[src/rtl/instr_splitter.sv]
// Splits 4-slot prefetch bundles into short (1-slot) and long-JC (2-slot)
// instructions; tracks retired-instruction count.
//
// Ports:
//   CLK, RESET          clock, async active-low reset
//   IRDY, VF, IBUS      prefetcher bundle offer (4 x 16-bit slots + valids)
//   IFETCH              combinational bundle consume strobe
//   FLUSH               restart: drop all held slots
//   ITAKE               sequencer accepts current instruction
//   IVALID, INSTR,
//   LONG, SLOTS         current instruction view
//   INSTCNT             retired-instruction count (wraps)
module instr_splitter (
    input  logic        CLK,
    input  logic        RESET,
    input  logic        IRDY,
    input  logic [3:0]  VF,
    input  logic [63:0] IBUS,
    output logic        IFETCH,
    input  logic        FLUSH,
    input  logic        ITAKE,
    output logic        IVALID,
    output logic [31:0] INSTR,
    output logic        LONG,
    output logic [1:0]  SLOTS,
    output logic [15:0] INSTCNT
);

    logic [3:0][15:0] slot_q, slot_d;
    logic [3:0]       bv_q, bv_d;
    logic [15:0]      cnt_q, cnt_d;
    logic             run_q;

    logic [1:0]  head;
    logic [1:0]  head_nx;
    logic [15:0] head_w;
    logic [15:0] next_w;
    logic        is_long;
    logic        retire;
    logic [3:0]  ret_mask;
    logic [3:0]  rem;
    logic        load;

    // Lowest valid slot is the head.
    always_comb begin
        head = 2'd3;
        if (bv_q[0])
            head = 2'd0;
        else if (bv_q[1])
            head = 2'd1;
        else if (bv_q[2])
            head = 2'd2;
    end

    assign head_nx = head + 2'd1;
    assign head_w  = slot_q[head];
    assign next_w  = slot_q[head_nx];
    assign IVALID  = |bv_q;

    // Long-JC may only start on an even slot so its tail stays in-bundle.
    assign is_long = IVALID
                   & ~head[0]
                   & (head_w[3:0] == 4'h2)
                   & (head_w[15:12] == 4'h1);

    always_comb begin
        INSTR = 32'h0;
        LONG  = 1'b0;
        SLOTS = 2'd0;
        if (IVALID) begin
            if (is_long) begin
                INSTR = {next_w, head_w};
                LONG  = 1'b1;
                SLOTS = 2'd2;
            end else begin
                INSTR = {16'h0, head_w};
                SLOTS = 2'd1;
            end
        end
    end

    assign retire = ITAKE & IVALID & ~FLUSH;

    always_comb begin
        ret_mask = 4'b0001 << head;
        if (is_long)
            ret_mask = ret_mask | (4'b0010 << head);
    end

    assign rem = retire ? (bv_q & ~ret_mask) : bv_q;

    // Fetch as soon as this cycle's retire empties the register,
    // so bundles stream back-to-back. run_q holds it off until the
    // first edge after reset release.
    assign IFETCH = run_q & ~FLUSH & (rem == 4'b0000);
    assign load   = IRDY & IFETCH;

    always_comb begin
        slot_d = slot_q;
        bv_d   = rem;
        cnt_d  = cnt_q;
        if (retire)
            cnt_d = cnt_q + 16'd1;
        if (FLUSH) begin
            bv_d = 4'b0000;
        end else if (load) begin
            slot_d = IBUS;
            bv_d   = VF;
        end
    end

    always_ff @(posedge CLK or negedge RESET) begin
        if (!RESET) begin
            slot_q <= '0;
            bv_q   <= 4'b0000;
            cnt_q  <= 16'h0;
            run_q  <= 1'b0;
        end else begin
            slot_q <= slot_d;
            bv_q   <= bv_d;
            cnt_q  <= cnt_d;
            run_q  <= 1'b1;
        end
    end

    assign INSTCNT = cnt_q;

endmodule
[config.mk]
export PLATFORM = sky130hd
export DESIGN_NAME = instr_splitter
export DESIGN_NICKNAME = d
export VERILOG_FILES = /design/src/rtl/instr_splitter.sv
export SDC_FILE = /design/constraint.sdc
export NUM_CORES = 1
export LEC_CHECK = 0
export CELL_PAD_IN_SITES_DETAIL_PLACEMENT = 0
export CELL_PAD_IN_SITES_GLOBAL_PLACEMENT = 1
export CORE_ASPECT_RATIO = 0.75
export CORE_MARGIN = 2
export CORE_UTILIZATION = 30
export CTS_CLUSTER_DIAMETER = 200
export DETAILED_ROUTE_END_ITERATION = 12
export PLACE_DENSITY_LB_ADDON = 0.1
export SETUP_SLACK_MARGIN = 0.05
export SYNTH_ARGS = -nofsm -noshare
export SYNTH_HDL_FRONTEND = slang
export SYNTH_SLANG_ARGS = --single-unit
[constraint.sdc]
create_clock -name CLK -period 3.8 [get_ports CLK]
set_input_delay 0.38 -clock CLK [delete_from_list [all_inputs] [get_ports CLK]]
set_output_delay 0.38 -clock CLK [all_outputs]
set_load 0.005 [all_outputs]
==> impl_metrics.csv <==
group,metric,value,unit
sta,post-route-min-period,3.35,ns
cts,ctsResizeCount,0,
setup_path,crit_chain,"mux2_2, o221ai_1, nor3_2, nand4_2, buf_4, inv_1, nor2_1, clkdlybuf4s50_1",
sta,max_freq,299,MHz
power,p_leak,2.52,nW
sta,finClkSkew,0.00692,ns
synthesis,synth_edf_count,0,
global_route,grt_pass1_vias,3761,
setup_path,critical_path_arrival,2.97,ns
cts,cts-htree-levels,3,
route,via_count,3641,
power,vdd_drop_max,0.260,mV
setup_path,crit_required,3.42,ns
setup_path,cp_num_buf_inv,3,
route,ant_nets,0,
cts,clkTransAtPathRegs,0.06,ns
setup_path,endpoint_kind,"primary output",
final_layout,multi_input_area,0.00218,mm²
worst_hold_path,holdCritPathClass,"in2async",
sta,relSlewSlack,44.8,%
cts,holdBufCountCts,0,
cts,cts.sink_count,85,
synthesis,synth_nets,493,
setup_path,cp.depth,8,
synthesis,yosysTopAreaCellShare,47.2,%
final_layout,drive_gt1_share,14.5,%
setup_path,crit_path_start,"bv_q[2]",
route,dr.pass1.iters,5,
synthesis,synthCells,419,
global_route,grt_pass1_wl,21.2,mm
sta,hold_viol,0,
sta,worst_pin_slew,0.827,ns
synthesis,yosysSeqAreaShare,47.2,%
run,drv_cap,0,
power,p_switching,0.000804,W
setup_path,cp_top_family,"buffers and inverters",
setup_path,r2r-start,"bv_q[1]",
sta,rsz0062_at_grt,"false",
global_route,grt_use_met1,24.2,%
setup_path,reg2reg_slack,0.81,ns
cts,cts_buffers,9,
synthesis,ys_ff_latch,85,
die,start_util,30.9,%
power,seq_power_share,46.6,%
synthesis,synth_async_sr_flop_share,100,%
setup_path,endpoint,"SLOTS[0]",
synthesis,synth.area.top_cells,"dfrtp_1 (47%), mux2_2 (10%), mux2_1 (6.8%)",
power,power_switching_share,29.3,%
sta,period_share,88.1,%
synthesis,yosysMostFrequentCell,"dfrtp_1",
die,core,0.0145,mm²
setup_path,reg2reg_to,"slot_q[37]",
global_route,grt_max_degree,65,
global_route,groute.usage.overall,17.1,%
synthesis,synth_common_cells,"dfrtp_1 (85), nor2_1 (62), mux2_2 (40)",
die,die_y,110,µm
cts,cts_setup_buffers,0,
cts,cts_buffer_depth,2,
cts,cts_root_buffer,"clkbuf_16",
route,drc_errors,0,
final_layout,seq_area,0.00213,mm²
final_layout,fill_cells,1427,
synthesis,synth_top_flop_cell,"dfrtp_1",
placement,port_buffers,125,
placement,gp_congestion,0.771,
sta,final.setup.tns,0,ns
die,ios,126,
sta,finalSetupViolCount,0,
synthesis,yosys_warnings,0,
synthesis,yosys.cell_types.count,49,
global_route,met2_usage,25.5,%
synthesis,synth.avg_cell_area,10.7,µm²
power,p_int,0.00194,W
die,dieArea,0.0160,mm²
final_layout,num_antenna_cells,0,
global_route,busiest_layer,"met2",
route,first_iter_violations,175,
final_layout,final_util,42.7,%
setup_path,cp_max_fo,20,
route,via_per_inst,4.88,
final_layout,final_nets,615,
die,fp.dieW,145,µm
cts,tritoncts,"built",
setup_path,reg2regPathDepth,9,
sta,slew_viol_final,0,
cts,clk_latency,0.34,ns
setup_path,crit_path_top_delay_cell,"dfrtp_2",
setup_path,path_class,"reg2out",
setup_path,startpoint_type,"flip-flop",
placement,dp_hpwl,9.66,mm
power,power_frac_comb,23.2,%
synthesis,synth_area,0.00450,mm²
die,num_rows,38,
setup_path,max_stage_delay,0.58,ns
final_layout,syn_to_final_growth,38.0,%
route,totalWireLength,13.3,mm
status,status,"finished, final reports clean",
power,power,0.00274,W
global_route,grt_use_met3,5.14,%
synthesis,yosys.area.top_type,"dfrtp_1",
power,powerDensity,441,mW/mm²
power,p_clk_share,30.1,%
route,wl_per_cell,17.8,µm
global_route,grt.overflow.total,0,
global_route,antenna_found_initial,0,
cells by family after synthesis:
| logic type | synth area share [%] |
|---|---|
| AOI/OAI and AO/OA | 12.8 |
| and+or+nand+nor | 11.3 |
| other | 0.0833 |
| adders and majority gates | 0.278 |
| buffers and inverters | 4.42 |
| DFF | 47.2 |
| xor gates and xnor gates | 2.92 |
| muxes | 21.0 |
stage by stage:
step           hold slack, ns  setup slack [ns]  cell area [µm²]  std cells
2_1_floorplan          0.0844              1.50             4500        419
3_3_place_gp            0.468             0.855             5940        730
3_5_place_dp            0.492             0.797             5940        730
4_1_cts                 0.180             0.443             6210        746
5_1_grt                 0.205             0.294             6210        746
6_report                0.128             0.452             6210        746
power by group through the flow:
stage / Sequential, W / Combinational (W) / Clock (W)
3_3_place_gp: 0.00129 / 0.000626 / 0
6_report: 0.00128 / 0.000637 / 0.000826
2_1_floorplan: 0.00122 / 0.000386 / 0
4_1_cts: 0.00128 / 0.000647 / 0.000854
5_1_grt: 0.00131 / 0.000704 / 0.000897
3_5_place_dp: 0.00129 / 0.000640 / 0
final cells by class:
cell class	count	area share (%)
timing repair buffer	139	21.8
tap	200	4.03
multi-input combinational	298	35.0
inverter	8	0.483
clock buffer	11	3.91
sequential	85	34.2
clock inverter	5	0.544
sequential cells by signal, summed over array words and instances, names as in the netlist:
name     cells
run_q        1
INSTCNT     16
slot_q      64
bv_q         4
metal layers:
| metal | part of all wire (%) | vias up | routed length (µm) |
|---|---|---|---|
| li1 | - | 1751 | - |
| met1 | 50 | 1763 | 6670 |
| met5 | 0 | - | 0 |
| met3 | 6.6 | 18 | 872 |
| met4 | 1.1 | 0 | 145 |
| met2 | 42 | 109 | 5600 |
cell usage in the layout, fill, tap and decap left out, types with 4 or more instances in the layout:
cell type,n
dfrtp_1,84
o21ai_0,11
inv_1,8
a221oi_1,9
o22ai_1,10
a21oi_1,33
xor2_1,4
buf_4,15
nand2_1,11
nand3_1,10
mux2_1,27
xnor2_1,11
clkbuf_16,9
a22o_1,4
nand2b_1,8
mux2i_1,19
clkdlybuf4s50_1,124
nor2_1,62
mux2_2,40
worst min-delay path by stage:
| stage | slack [ns] | start | cells past startpoint | to |
|---|---|---|---|---|
| floorplan | 0.08 | RESET | 0 | INSTCNT[0] |
| global placement | 0.47 | INSTCNT[15] | 1 | INSTCNT[15] |
| detailed placement | 0.49 | INSTCNT[13] | 1 | INSTCNT[13] |
| CTS | 0.18 | RESET | 1 | slot_q[0] |
| global route | 0.21 | RESET | 1 | slot_q[16] |
| finish | 0.13 | RESET | 1 | slot_q[16] |
Note: power is estimated with default switching activity, not from simulation.
